$ cat src/rtl/shbuf_seq_ctrl_pkg.sv
// Shared definitions for the word-shift buffer sequencer: state encoding,
// default geometry and a counter-width helper.
package shbuf_seq_ctrl_pkg;

  typedef enum logic [2:0] {
    ST_IDLE  = 3'd0,
    ST_CLR   = 3'd1,
    ST_FILL  = 3'd2,
    ST_DRAIN = 3'd3,
    ST_DONE  = 3'd4
  } state_t;

  localparam int DEF_WORDS  = 16;
  localparam int DEF_READS  = 4;
  localparam int DEF_ADDR_W = 4;
  localparam int DEF_FC_W   = 8;

  // Width needed to count 0..n-1; never narrower than one bit.
  function automatic int cnt_w(input int n);
    return (n > 1) ? $clog2(n) : 1;
  endfunction

endpackage

$ cat src/rtl/shbuf_wrap_cnt.sv
// Enable/clear up-counter that wraps to zero after MAX and flags the terminal
// count so the owner can detect the last handshake of a phase.
module shbuf_wrap_cnt #(
  parameter int W   = 4,
  parameter int MAX = 15
) (
  input  logic         clk,
  input  logic         rst,
  input  logic         i_en,
  input  logic         i_clr,
  output logic [W-1:0] o_cnt,
  output logic         o_tc
);

  localparam logic [W-1:0] LP_MAX = W'(MAX);

  logic [W-1:0] r_cnt;

  always_ff @(posedge clk or negedge rst) begin
    if (!rst) begin
      r_cnt <= '0;
    end else if (i_clr) begin
      r_cnt <= '0;
    end else if (i_en) begin
      r_cnt <= (r_cnt == LP_MAX) ? '0 : r_cnt + 1'b1;
    end
  end

  assign o_cnt = r_cnt;
  assign o_tc  = (r_cnt == LP_MAX);

endmodule

$ cat src/rtl/shbuf_seq_ctrl.sv
// Sequencer for the 16x32-bit word-shift buffer: clear, fill from a word
// stream, then drain READS four-word groups to a consumer.
module shbuf_seq_ctrl
  import shbuf_seq_ctrl_pkg::*;
#(
  parameter int WORDS  = DEF_WORDS,
  parameter int READS  = DEF_READS,
  parameter int ADDR_W = DEF_ADDR_W,
  parameter int FC_W   = DEF_FC_W
) (
  input  logic              clk,
  input  logic              rst,
  input  logic              start,
  input  logic              abort,
  input  logic              in_valid,
  output logic              in_ready,
  output logic              out_valid,
  input  logic              out_ready,
  output logic              buf_en,
  output logic              buf_clr,
  output logic [ADDR_W-1:0] buf_addr,
  output logic              busy,
  output logic              done,
  output logic [FC_W-1:0]   frame_cnt
);

  localparam int WC_W = cnt_w(WORDS);

  state_t            r_state;
  logic              r_in_ready;
  logic              r_out_valid;
  logic              r_buf_clr;
  logic              r_busy;
  logic              r_done;
  logic [FC_W-1:0]   r_frame_cnt;

  logic              w_in_hs;
  logic              w_out_hs;
  logic [WC_W-1:0]   w_wcnt_unused;
  logic              w_wtc;
  logic [ADDR_W-1:0] w_rcnt;
  logic              w_rtc;

  // A handshake in the abort cycle still moves the buffer but is not counted.
  assign w_in_hs  = (r_state == ST_FILL) && in_valid;
  assign w_out_hs = (r_state == ST_DRAIN) && out_ready;

  shbuf_wrap_cnt #(
    .W   (WC_W),
    .MAX (WORDS - 1)
  ) u_wcnt (
    .clk   (clk),
    .rst   (rst),
    .i_en  (w_in_hs && !abort),
    .i_clr (abort),
    .o_cnt (w_wcnt_unused),
    .o_tc  (w_wtc)
  );

  shbuf_wrap_cnt #(
    .W   (ADDR_W),
    .MAX (READS - 1)
  ) u_rcnt (
    .clk   (clk),
    .rst   (rst),
    .i_en  (w_out_hs && !abort),
    .i_clr (abort),
    .o_cnt (w_rcnt),
    .o_tc  (w_rtc)
  );

  // Moore outputs are registered alongside the state they decode.
  always_ff @(posedge clk or negedge rst) begin
    if (!rst) begin
      r_state     <= ST_IDLE;
      r_in_ready  <= 1'b0;
      r_out_valid <= 1'b0;
      r_buf_clr   <= 1'b0;
      r_busy      <= 1'b0;
      r_done      <= 1'b0;
      r_frame_cnt <= '0;
    end else if (abort) begin
      r_state     <= ST_IDLE;
      r_in_ready  <= 1'b0;
      r_out_valid <= 1'b0;
      r_buf_clr   <= 1'b0;
      r_busy      <= 1'b0;
      r_done      <= 1'b0;
    end else begin
      case (r_state)
        ST_IDLE: begin
          if (start) begin
            r_state   <= ST_CLR;
            r_buf_clr <= 1'b1;
            r_busy    <= 1'b1;
          end
        end
        ST_CLR: begin
          r_state    <= ST_FILL;
          r_buf_clr  <= 1'b0;
          r_in_ready <= 1'b1;
        end
        ST_FILL: begin
          if (in_valid && w_wtc) begin
            r_state     <= ST_DRAIN;
            r_in_ready  <= 1'b0;
            r_out_valid <= 1'b1;
          end
        end
        ST_DRAIN: begin
          if (out_ready && w_rtc) begin
            r_state     <= ST_DONE;
            r_out_valid <= 1'b0;
            r_done      <= 1'b1;
          end
        end
        ST_DONE: begin
          r_state     <= ST_IDLE;
          r_done      <= 1'b0;
          r_busy      <= 1'b0;
          r_frame_cnt <= r_frame_cnt + 1'b1;
        end
        default: begin
          r_state     <= ST_IDLE;
          r_in_ready  <= 1'b0;
          r_out_valid <= 1'b0;
          r_buf_clr   <= 1'b0;
          r_busy      <= 1'b0;
          r_done      <= 1'b0;
        end
      endcase
    end
  end

  assign buf_en    = w_in_hs;
  assign in_ready  = r_in_ready;
  assign out_valid = r_out_valid;
  assign buf_clr   = r_buf_clr;
  assign buf_addr  = w_rcnt;
  assign busy      = r_busy;
  assign done      = r_done;
  assign frame_cnt = r_frame_cnt;

endmodule

$ cat config.mk
export PLATFORM = sky130hd
export DESIGN_NAME = shbuf_seq_ctrl
export DESIGN_NICKNAME = d
export VERILOG_FILES = /design/src/rtl/shbuf_seq_ctrl_pkg.sv /design/src/rtl/shbuf_wrap_cnt.sv /design/src/rtl/shbuf_seq_ctrl.sv
export SDC_FILE = /design/constraint.sdc
export NUM_CORES = 1
export LEC_CHECK = 0
export ABC_CLOCK_PERIOD_IN_PS = 1900
export CAP_MARGIN = 20
export CORE_MARGIN = 5
export CORE_UTILIZATION = 45
export CTS_CLUSTER_SIZE = 24
export DETAILED_ROUTE_END_ITERATION = 8
export GPL_TIMING_DRIVEN = 0
export PLACE_DENSITY = 0.71
export SYNTH_ARGS = -nofsm -noshare
export SYNTH_HDL_FRONTEND = slang
export SYNTH_SLANG_ARGS = --single-unit
$ cat constraint.sdc
create_clock -name clk -period 1.9 [get_ports clk]
set_input_delay 0.475 -clock clk [delete_from_list [all_inputs] [get_ports clk]]
set_output_delay 0.475 -clock clk [all_outputs]
set_load 0.02 [all_outputs]
Yosys cells after proc, flatten, opt, wreduce, memory -nomap -nowiden --
Cells that the tools add are included.
Word-level totals: register bits 24, input port bits 6, output and inout bits 18, word-level logic and storage cells 75
Cells by class: add/sub/neg operators 3, equal/unequal tests 14, multiplexer cells 26, bitwise gates (word level) 1, reductions and logical operators 22
Operator list (number):
- $mux W4 | 6
- $reduce_or A3 Y1 | 5
- $mux W3 | 4
- $pmux W3 S4 | 1
- $mux W1 | 10
- $ne A2 B1 Y1 const B | 5
- $reduce_and A2 Y1 | 5
- $add A4 B1 Y4 const B | 2
- $add A8 B1 Y8 const B | 1
- $eq A3 B2 Y1 const B | 2
- $logic_and A1 B1 Y1 | 6
- $ne A3 B2 Y1 const B | 2
- $pmux W1 S2 | 3
- $pmux W1 S3 | 2
- $reduce_and A3 Y1 | 2
- $eq A4 B2 Y1 const B | 1
- $eq A4 B4 Y1 const B | 1
- $reduce_bool A2 Y1 | 2
- $eq A3 B1 Y1 const B | 1
- $eq A3 B3 Y1 const B | 1
- $logic_not A3 Y1 | 1
- $ne A3 B3 Y1 const B | 1
- $logic_not A1 Y1 | 1
- $not A1 Y1 | 1

Logic depth before layout (Yosys ltp) --
word-level depth 5, depth in mapped cells 4, depth with buffers taken out 4

By module --
A second synthesis with hierarchy kept.
Second synthesis, totals: cell total of the unflattened synthesis 113, area total of the unflattened synthesis 1208.7 um^2
Modules (own cells, without submodules):
- shbuf_seq_ctrl | instances 1, cells each 75, area an instance 794.5 um^2, sequential area each 400.4 um^2
- shbuf_wrap_cnt (u_rcnt) | instances 1, cells each 18, area an instance 207.7 um^2, sequential area each 100.1 um^2
- shbuf_wrap_cnt (u_wcnt) | instances 1, cells each 20, area an instance 206.4 um^2, sequential area each 100.1 um^2

Worst setup path before layout --
Ideal clock, no wire load.
path type register to register, start point register u_rcnt.r_cnt[0] (netlist: u_rcnt.o_cnt[0]), end point register r_state[0], setup time 0.125 ns, arrival 1.364 ns, data required time 1.775 ns, slack 0.411 ns, stages on the path, launching flop included 5, path buffers 0, clock period less this slack 1.489 ns, cell sequence dfrtp_1 > ha_1 > nor4bb_1 > nand2b_1 > a2111oi_0
Between the ends: cells in the longest elaborated chain, start to end 4
RTL lines:
- start, declared | RTL line shbuf_wrap_cnt.sv:17 | logic [W-1:0] r_cnt;
- start signal, assigned | RTL line shbuf_wrap_cnt.sv:25 | r_cnt <= (r_cnt == LP_MAX) ? '0 : r_cnt + 1'b1;
- $eq A4 B2 Y1 | RTL line shbuf_wrap_cnt.sv:30 | assign o_tc = (r_cnt == LP_MAX);
- $logic_and A1 B1 Y1 | RTL line shbuf_seq_ctrl.sv:111 | if (out_ready && w_rtc) begin
- $ne A3 B2 Y1 (no line)
- $reduce_and A3 Y1 (no line)
- end signal, assigned | RTL line shbuf_seq_ctrl.sv:112 | r_state <= ST_DONE;
- end signal, assigned | RTL line shbuf_seq_ctrl.sv:118 | r_state <= ST_IDLE;
- end signal, assigned | RTL line shbuf_seq_ctrl.sv:124 | r_state <= ST_IDLE;
- end, declared | RTL line shbuf_seq_ctrl.sv:29 | state_t r_state;
No other way between the ends. A chain may end at the register's enable or synchronous reset.

Worst setup path after layout --
start point register r_frame_cnt[6] (netlist: frame_cnt[6]), end point output port frame_cnt[6]
RTL lines:
- start, declared | RTL line shbuf_seq_ctrl.sv:35 | logic [FC_W-1:0] r_frame_cnt;
- start signal, assigned | RTL line shbuf_seq_ctrl.sv:121 | r_frame_cnt <= r_frame_cnt + 1'b1;
- end, declared | RTL line shbuf_seq_ctrl.sv:24 | output logic [FC_W-1:0] frame_cnt
No word-level cell between the ends.

==> run_results.csv <==
group,metric,value,unit
run_status,outcome,"complete, no violations",
worst_setup_path,critPathRequiredTime,1.42,ns
global_route,grt_max_degree,25,
yosys,synthFlopType,"dfrtp_1",
power_and_ir_drop,power_density,599,mW/mm^2
die,rows,18,
yosys,synth_cell_types,41,
cts,cts.hold.buffers_added,0,
placement,port_buffers,23,
power_and_ir_drop,netSwitchingFraction,24.9,%
power_and_ir_drop,p_seq_share,57.8,%
worst_setup_path,crit_chain,"clkdlybuf4s50_1",
placement,gp_congestion,0.753,
placement,dpl-instance-area,0.00146,mm^2
yosys,synth.most_common_cell,"dfrtp_1",
yosys,synth_common_cells,"dfrtp_1, a21oi_1, nand2_1, xnor2_1, nand3_1",
yosys,syn_inst,111,
worst_setup_path,cp_num_cells,1,
routing,drc,0,
worst_setup_path,cpPeakStageDelay,0.62,ns
power_and_ir_drop,p_total,935,uW
global_route,antenna_found_initial,0,
global_route,busiest_layer,"met2",
worst_setup_path,cp-start-kind,"register",
worst_setup_path,worstSetupPathType,"reg2out",
power_and_ir_drop,ir_drop,0.445,mV
global_route,grt_remaining_overflow,0,
global_route,grtUsageMet1,18.8,%
yosys,synth-edff-count,0,
yosys,yosysSeqAreaShare,50.3,%
sta,rsz0062_at_grt,"no",
hold_path,hold_class,"in2async",
yosys,netlist_area,0.00119,mm^2
power_and_ir_drop,clockPowerShare,28.3,%
routing,drt_iter0_drc,28,
layout,drive_above_1_share,12.1,%
power_and_ir_drop,p_switching,233,uW
worst_setup_path,critical_path_arrival,1.34,ns
cts,clk-insertion-delay-late,0.31,ns
placement,place_hpwl,1760,um
sta,finalCritPeriodShare,95.4,%
die,ioPinCount,24,
sta,hold_violations,0,
layout,design_area,0.00156,mm^2
job,drv_cap,0,
routing,via_per_inst,5.63,
sta,fin_crit,1.81,ns
die,die_w,61.5,um
worst_setup_path,critical-path-top-delay-family,"buffers and inverters",
sta,skew,0.00532,ns
die,die_height,61.5,um
layout,n_fill_cell,197,
worst_setup_path,reg2regPathDepth,4,
global_route,grt_usage,14.4,%
cts,cts_tree,"yes",
yosys,synth.area.top_cells,"dfrtp_1, a21oi_1, xnor2_1, ha_1, nand2_1",
routing,drt.antenna.violating_nets,0,
sta,finalSetupViolCount,0,
cts,cts-buffers-inserted,3,
global_route,grt_pass1_wl,4070,um
routing,vias,957,
routing,routed_wl,2520,um
routing,routedWlPerCell,14.8,um
worst_setup_path,crit_buf_inv,1,
yosys,synth-seq-cells,24,
layout,diodes,0,
yosys,synthArstFlopShare,100,%
worst_setup_path,slowest_stage,"clkdlybuf4s50_1",
cts,h-tree-depth,1,
sta,fmax,552,MHz
routing,first_pass_iters,4,
cts,clockBufferDepth,2,
global_route,globalRouteMet3Util,2.94,%
cts,cts_sinks,24,
yosys,synth_top_area_share,50.3,%
yosys,synth_warnings,0,
layout,areaGrowthSynthToFinish,30.7,%
sta,slew_viol_final,0,
yosys,syn_nets,120,
yosys,syn-mean-instance-area,10.8,um^2
layout,fin_util,62.5,%
worst_setup_path,crit_fanout,3,
power_and_ir_drop,power_frac_comb,13.9,%
die,core,0.00250,mm^2
sta,relSlewSlack,56.9,%
sta,worst-slew-pin-transition,0.638,ns
die,initial_utilization,47.8,%
global_route,grt_util_met2,23.6,%
cts,root_buffer,"clkbuf_4",
die,die-area,0.00379,mm^2
global_route,grt_pass1_vias,889,
worst_setup_path,end_kind,"output port",
cts,clkSlewWorstSetupHoldPaths,0.13,ns
layout,nets,150,
power_and_ir_drop,p_leak,0.782,nW
yosys,yosysTopAreaCell,"dfrtp_1",
power_and_ir_drop,p_int,702,uW
sta,final.setup.tns,0,ns
[worst paths after layout]
check,slack (ns),to,startpoint
worst min register to register,0.50,frame_cnt[7]$_DFFE_PN0P_,frame_cnt[7]$_DFFE_PN0P_
worst max register to register,0.23,done$_DFFE_PN0P_,u_rcnt.o_cnt[0]$_DFFE_PN0P_
worst min-delay path,0.42,u_wcnt.o_cnt[3]$_DFFE_PN0P_,rst
max in group asynchronous,1.06,r_state[1]$_DFFE_PN0P_,rst
min in group clk,0.50,frame_cnt[7]$_DFFE_PN0P_,frame_cnt[7]$_DFFE_PN0P_
worst max-delay path,0.09,frame_cnt[6],frame_cnt[6]$_DFFE_PN0P_
[routing by layer]
metal  wire length [um]  vias to the layer above
met5                  0                        -
met4                 20                        0
met3                121                        2
met2               1230                       19
met1               1150                      469
li1                   -                      467
[stage by stage]
step | instances | worst slack (ns) | hold WS, ns
finish | 170 | 0.0871 | 0.424
global route | 170 | 0.00276 | 0.397
CTS | 169 | 0.0243 | 0.498
detailed placement | 164 | -0.521 | 0.469
global placement | 164 | -0.500 | 0.468
floorplan | 111 | 0.411 | 0.179
[state kept, by name (all words and copies together), names as in the netlist]
name / count
r_state: 3
frame_cnt: 8
buf_clr: 1
busy: 1
out_valid: 1
u_wcnt.o_cnt: 4
u_rcnt.o_cnt: 4
in_ready: 1
done: 1
[kinds of logic (layout without fill, tap and decap cells)]
group,count (synthesis),in the layout,synth area share (%)
adders and majority gates,3,3,3.14
AOI/OAI and AO/OA,27,27,13.7
DFF,24,24,50.3
buffers and inverters,8,37,3.35
xor gates and xnor gates,7,7,5.13
and+or+nand+nor,40,40,22.6
muxes,2,2,1.78
[cells in the final DEF (no fill, tap or decap), types with 2 or more instances in the layout]
master,Yosys,layout
o21ai_0,4,4
nor2b_1,2,2
and2_1,2,2
inv_1,4,3
buf_2,2,2
dfrtp_1,24,23
clkdlybuf4s50_1,0,15
a32oi_1,2,2
a21o_1,2,2
xnor2_1,6,6
and4_1,3,3
a31oi_1,2,2
nand4_1,2,2
nor2_1,4,4
a21oi_1,11,11
nand3_1,5,5
nand2b_1,2,2
ha_1,3,3
dlymetal6s2s_1,0,6
clkbuf_4,0,3
nand2_1,8,8
[area by class of cell]
cell class              instances  area, um^2  share of cell area (%)
multi-input cells              79         566                    36.2
well taps                      30        37.5                    2.40
inverters                       4        15.0                   0.962
clock buffers                   4        36.3                    2.32
plain buffers                   4        25.0                    1.60
repair buffers                 25         280                    17.9
flip-flops and latches         24         602                    38.5
[power by group through the flow]
| stage | Clock [mW] | Combinational, mW | Sequential [mW] |
|---|---|---|---|
| 2_1_floorplan | 0 | 0.0547 | 0.557 |
| 3_3_place_gp | 0 | 0.117 | 0.548 |
| 3_5_place_dp | 0 | 0.119 | 0.549 |
| 4_1_cts | 0.274 | 0.123 | 0.540 |
| 5_1_grt | 0.304 | 0.142 | 0.543 |
| 6_report | 0.265 | 0.130 | 0.540 |
[repair_timing]
action                     CTS  global route
setup endpoints to repair    1             7
cloned                       0             0
resized for setup            6             7
buffers inserted             1             0
No activity file was read; power rests on OpenSTA's default activity.
==> variant 1 (config.mk and constraints unchanged) <==
Set the package constant `DEF_WORDS` to 8 (it was 16).
--- a/src/rtl/shbuf_seq_ctrl_pkg.sv
+++ b/src/rtl/shbuf_seq_ctrl_pkg.sv
@@ -11,5 +11,5 @@
   } state_t;
 
-  localparam int DEF_WORDS  = 16;
+  localparam int DEF_WORDS  = 8;
   localparam int DEF_READS  = 4;
   localparam int DEF_ADDR_W = 4;
Formal check against the unedited RTL: same outputs for any inputs over 10 cycles, from zero or initial values and one cycle with rst low; that may be too few to reach the edited logic, so the function may still have changed.
==> variant 1 against the unedited design <==
Worst setup slack lost 0.030 ns; sequential cell count is 1 lower; largest cell class unchanged; via count decreased by 12%; sequential power fell by 5.2%; die area is 3.3% lower; area after synthesis shrank 4.0%; critical path type is now in -> out; total power is 7.5% lower; final area shrank 2.4%; critical endpoint is now buf_en; routed wire length decreased by 12%.
==> variant 1: results (changes against the unedited design) <==
- Result of the run: finished, final reports clean
- Post-synth net total: 109 (-9.2%)
- Synthesis-to-finish area growth: 32.8%
- Wire length on met1: 982 um (-15%)
- Arrival time of data at the critical path endpoint: 1.37 ns (+0.03 ns)
- Hold crit path type: in -> reg
- Count of fill cells added during filler insertion: 223 (+13%)
- GRT Overall Usage: 14.0% (-0.48 points)
- Detail Route met3 WL: 96 um (-21%)
- Wire length of the first global-routing pass: 3.75 mm (-8.0%)
- Number of global-route vias before repair: 907 (+2.0%)
- Number of levels the H-tree was split into: 1 (unchanged)
- Xor/xnor cell area share of the yosys netlist: 7.63% (+2.5 points)
- Max Clock Skew: 0.000990 ns (-0.00433 ns)
- Max reg flops: 8 (unchanged)
- Cell leakage power: 0.000746 uW (-4.5%)
- Worst Reg-to-Reg Cells: 5 (+1)
- Worst reg-to-reg setup slack: 0.13 ns (-0.10 ns)
- Aggregate routed wire length: 2.23 mm (-12%)
- Port Buffer Count: 22 (-4.3%)
- Post-synthesis sequential area ratio: 50.2% (-0.098 points)
- Maximum single-stage delay on the critical path: 0.51 ns (-0.11 ns)
- List of most frequent post-synthesis cells: sky130_fd_sc_hd__dfrtp_1 (23), sky130_fd_sc_hd__nor2_1 (10), sky130_fd_sc_hd__xnor2_1 (8)
- Via density per instance: 5.14 (-8.7%)
- Number of distinct library cells after synthesis: 36 (-12%)
- Global placer's final weighted congestion: 0.792 (+5.2%)
- Adder and majority cell fraction of the synthesized area: 4.36% (+1.2 points)
- Layout cells sized above 1: 20.3% (+8.2 points)
- Top area cells in the synthesized netlist: sky130_fd_sc_hd__dfrtp_1 (50%), sky130_fd_sc_hd__xnor2_1 (6.1%), sky130_fd_sc_hd__ha_1 (4.4%), sky130_fd_sc_hd__nor2_1 (3.3%), sky130_fd_sc_hd__mux2i_1 (2.6%)
- Termination of the worst setup path: buf_en
- Peak VDD IR: 0.426 mV (-4.1%)
- Share of cell area taken by muxes after synthesis: 4.58% (+2.8 points)
- Routed wl met2: 1.09 mm (-12%)
- Slew of the pin with the lowest slew margin: 0.492 ns (-0.146 ns)
- Compound-gate portion of the synthesized area: 7.42% (-6.3 points)
- Launch point of the worst path: in_valid
- Largest buffer count on any clock path: 2 (unchanged)
- Antenna cell count: 0 (unchanged)
- DRT iter0 DRCs: 9 (-68%)
- Cell family contributing the most delay on the critical path: buffers and inverters
variant 1: cell types whose count changed after synthesis, sizes merged, moves of 3 or more:
cell	before	now
nor2	4	10
a21oi	11	2
o21ai	5	2
nand3	5	0
and4	3	0
nor3	1	5
variant 1: cell families (layout without fill, tap and decap cells):
kind of cell / after synthesis / in the layout
muxes: 5 / 5
DFF: 23 / 23
adders and majority gates: 4 / 4
AOI/OAI and AO/OA: 12 / 12
buffers and inverters: 8 / 42
xor gates and xnor gates: 10 / 10
and+or+nand+nor: 37 / 37
variant 1: layer usage:
metal	vias up	global-route usage, %
met3	7	2.98
met1	400	16.1
li1	411	-
met2	20	23.8
met5	-	0
met4	0	8.36
variant 1: layout make-up:
class | count | area share [%]
Sequential cell | 23 | 37.8
Multi-Input combinational cell | 68 | 35.4
Timing Repair Buffer | 30 | 19.0
Buffer | 6 | 3.12
Tap cell | 30 | 2.46
Clock buffer | 4 | 1.72
Inverter | 2 | 0.493
variant 1: worst min-delay path by stage:
stage / cells past startpoint / slack, ns / endpoint / from
detailed placement: 1 / 0.46 / frame_cnt[7] / frame_cnt[7]
global route: 2 / 0.33 / r_state[0] / abort
floorplan: 0 / 0.18 / buf_clr / rst
finish: 2 / 0.36 / r_state[0] / abort
CTS: 2 / 0.33 / r_state[0] / abort
global placement: 1 / 0.46 / frame_cnt[7] / frame_cnt[7]
variant 1: timing repair:
| action | 4_1_cts | 5_1_grt |
|---|---|---|
| hold buffers | 0 | 0 |
| buffers inserted | 1 | 6 |
| pin swaps | 1 | 2 |
| hold endpoints to repair | 0 | 0 |
| gates resized for setup | 13 | 6 |
| endpoints found under the setup margin | 5 | 4 |
variant 1: per-stage QoR:
step	total power (uW)	cells	setup WS, ns	hold WS (ns)	instance area [um^2]
final	865	163	0.0570	0.357	1520
after global routing	913	163	-0.0240	0.334	1520
after CTS	872	156	0.0161	0.334	1450
after detailed placement	637	151	-0.541	0.464	1410
after global placement	635	151	-0.511	0.460	1410
after floorplan	588	99	0.0851	0.179	1150
variant 1: report_power, final:
group | total (uW) | internal [uW] | leakage (uW) | switching (uW)
logic | 128 | 60.7 | 0.000421 | 67.3
clock network | 225 | 82.0 | 0.0000150 | 143
registers | 512 | 503 | 0.000310 | 9.18
variant 1: worst reg2reg max path, delay by kind of cell (launching register included):
family	cells	cell delay [ns]
flops	1	0.44
compound gates	1	0.43
mux	1	0.32
simple gates	2	0.26
fa+ha+maj	1	0.22
==> variant 2 (same settings) <==
Without the edit above. Reset style: synchronous (`rst`), changed in 2 clocked blocks.
--- a/src/rtl/shbuf_wrap_cnt.sv
+++ b/src/rtl/shbuf_wrap_cnt.sv
@@ -17,5 +17,5 @@
   logic [W-1:0] r_cnt;
 
-  always_ff @(posedge clk or negedge rst) begin
+  always_ff @(posedge clk) begin
     if (!rst) begin
       r_cnt <= '0;
--- a/src/rtl/shbuf_seq_ctrl.sv
+++ b/src/rtl/shbuf_seq_ctrl.sv
@@ -71,5 +71,5 @@
 
   // Moore outputs are registered alongside the state they decode.
-  always_ff @(posedge clk or negedge rst) begin
+  always_ff @(posedge clk) begin
     if (!rst) begin
       r_state     <= ST_IDLE;
Function: differs if rst is asserted again (counterexample within 4 cycles, from zero or initial values and one cycle with rst low); with rst held inactive, the same outputs for 10 cycles.
==> variant 2 against the unedited design <==
Routed wire length fell by 2.6%; sequential share of layout area fell by 5.3 points; sequential cell count did not move; area after synthesis fell by 7.0%; final area fell by 7.4%; worst setup slack got worse by 0.012 ns; first-iteration DRC count rose by 39%.
Power is not compared: it rests on default switching activity, and its combinational part moved more than twofold at a synthesized area within 25%.
==> variant 2: results (changes against the unedited design) <==
- Result of the run: finished, final reports clean
- Number of distinct library cells after synthesis: 35 (-15%)
- Placed instance count: 180 (+9.8%)
- Buffers inserted by post-CTS timing repair: 0 (-1)
- Met3 layer usage reported by global route: 3.24% (+0.30 points)
- Global-route track usage on met2: 27.2% (+3.5 points)
- Most used flip-flop cell after synthesis: sky130_fd_sc_hd__dfxtp_1
- Routed wl met2: 1.22 mm (-1.1%)
- Post-DR wirelength/cell: 13.3 um (-10%)
- Per-instance average area after synthesis: 8.75 um^2 (-19%)
- Post-synthesis sequential area ratio: 43.2% (-7.0 points)
- Post-CTS Resized: 10 (+4)
- Highest clock rate: 548 MHz (-0.65%)
- Global placer's final weighted congestion: 0.776 (+3.0%)
- Number of global-route vias before repair: 1027 (+16%)
- Half-perimeter wire length after detailed placement: 1.79 mm (+1.8%)
- List of most frequent post-synthesis cells: sky130_fd_sc_hd__dfxtp_1 (24), sky130_fd_sc_hd__a21oi_1 (14), sky130_fd_sc_hd__nand2_1 (12)
- Xor/xnor cell area share of the yosys netlist: 0.788% (-4.3 points)
- Net count reported at finish: 166 (+11%)
- Count of fill cells added during filler insertion: 222 (+13%)
- Slew of the pin with the lowest slew margin: 0.503 ns (-0.135 ns)
- Share of cell area taken by muxes after synthesis: 2.70% (+0.92 points)
- Layout cells sized above 1: 11.6% (-0.53 points)
- Share of flip-flops with an asynchronous set or reset: 0% (-100 points)
- Adder and majority cell fraction of the synthesized area: 3.38% (+0.24 points)
- DRT iter0 DRCs: 39 (+39%)
- Detail Route met3 WL: 130 um (+7.4%)
- Max Clock Skew: 0.00835 ns (+0.00303 ns)
- Global routing usage on met1: 16.7% (-2.1 points)
- Wire length of the first global-routing pass: 4.17 mm (+2.4%)
- GRT Overall Usage: 15.0% (+0.51 points)
## variant 2: cell count changes in the layout (fill, tap and decap cells not counted), moves of 3 or more
cell / unedited run / this run
sky130_fd_sc_hd__a21oi_1: 11 / 14
sky130_fd_sc_hd__and4_1: 3 / 0
sky130_fd_sc_hd__clkdlybuf4s50_1: 15 / 18
sky130_fd_sc_hd__dfrtp_1: 23 / 0
sky130_fd_sc_hd__dfxtp_1: 0 / 24
sky130_fd_sc_hd__dlymetal6s2s_1: 6 / 3
sky130_fd_sc_hd__inv_1: 3 / 8
sky130_fd_sc_hd__nand2_1: 8 / 12
sky130_fd_sc_hd__nor2_1: 4 / 7
sky130_fd_sc_hd__o31ai_1: 1 / 4
sky130_fd_sc_hd__or4_1: 1 / 4
sky130_fd_sc_hd__xnor2_1: 6 / 0
## variant 2: kinds of logic (layout without fill, tap and decap cells)
logic type / after synthesis / in the layout
AOI/OAI and AO/OA: 33 / 33
and+or+nand+nor: 48 / 48
muxes: 3 / 3
adders and majority gates: 3 / 3
DFF: 24 / 24
buffers and inverters: 15 / 43
xor gates and xnor gates: 1 / 1
## variant 2: worst paths after layout
kind         cells after the start             from            to  slack, ns
max                              1  u_rcnt.o_cnt[2]   buf_addr[2]       0.08
min                              2             busy          busy       0.48
max reg2reg                      5       r_state[1]  frame_cnt[4]       0.18
min reg2reg                      2             busy          busy       0.48
## variant 2: through the flow
stage	instance area [um^2]	setup slack (ns)
global route	1450	0.00846
global placement	1380	-0.581
detailed placement	1380	-0.596
floorplan	1110	0.207
CTS	1410	0.00736
finish	1450	0.0752
## variant 2: layout make-up
type	count	share of cell area, %
repair buffers	25	17.0
plain buffers	6	3.03
clock buffers	3	1.56
well taps	30	2.60
multi-input cells	88	40.2
flip-flops and latches	24	33.2
inverters	9	2.34
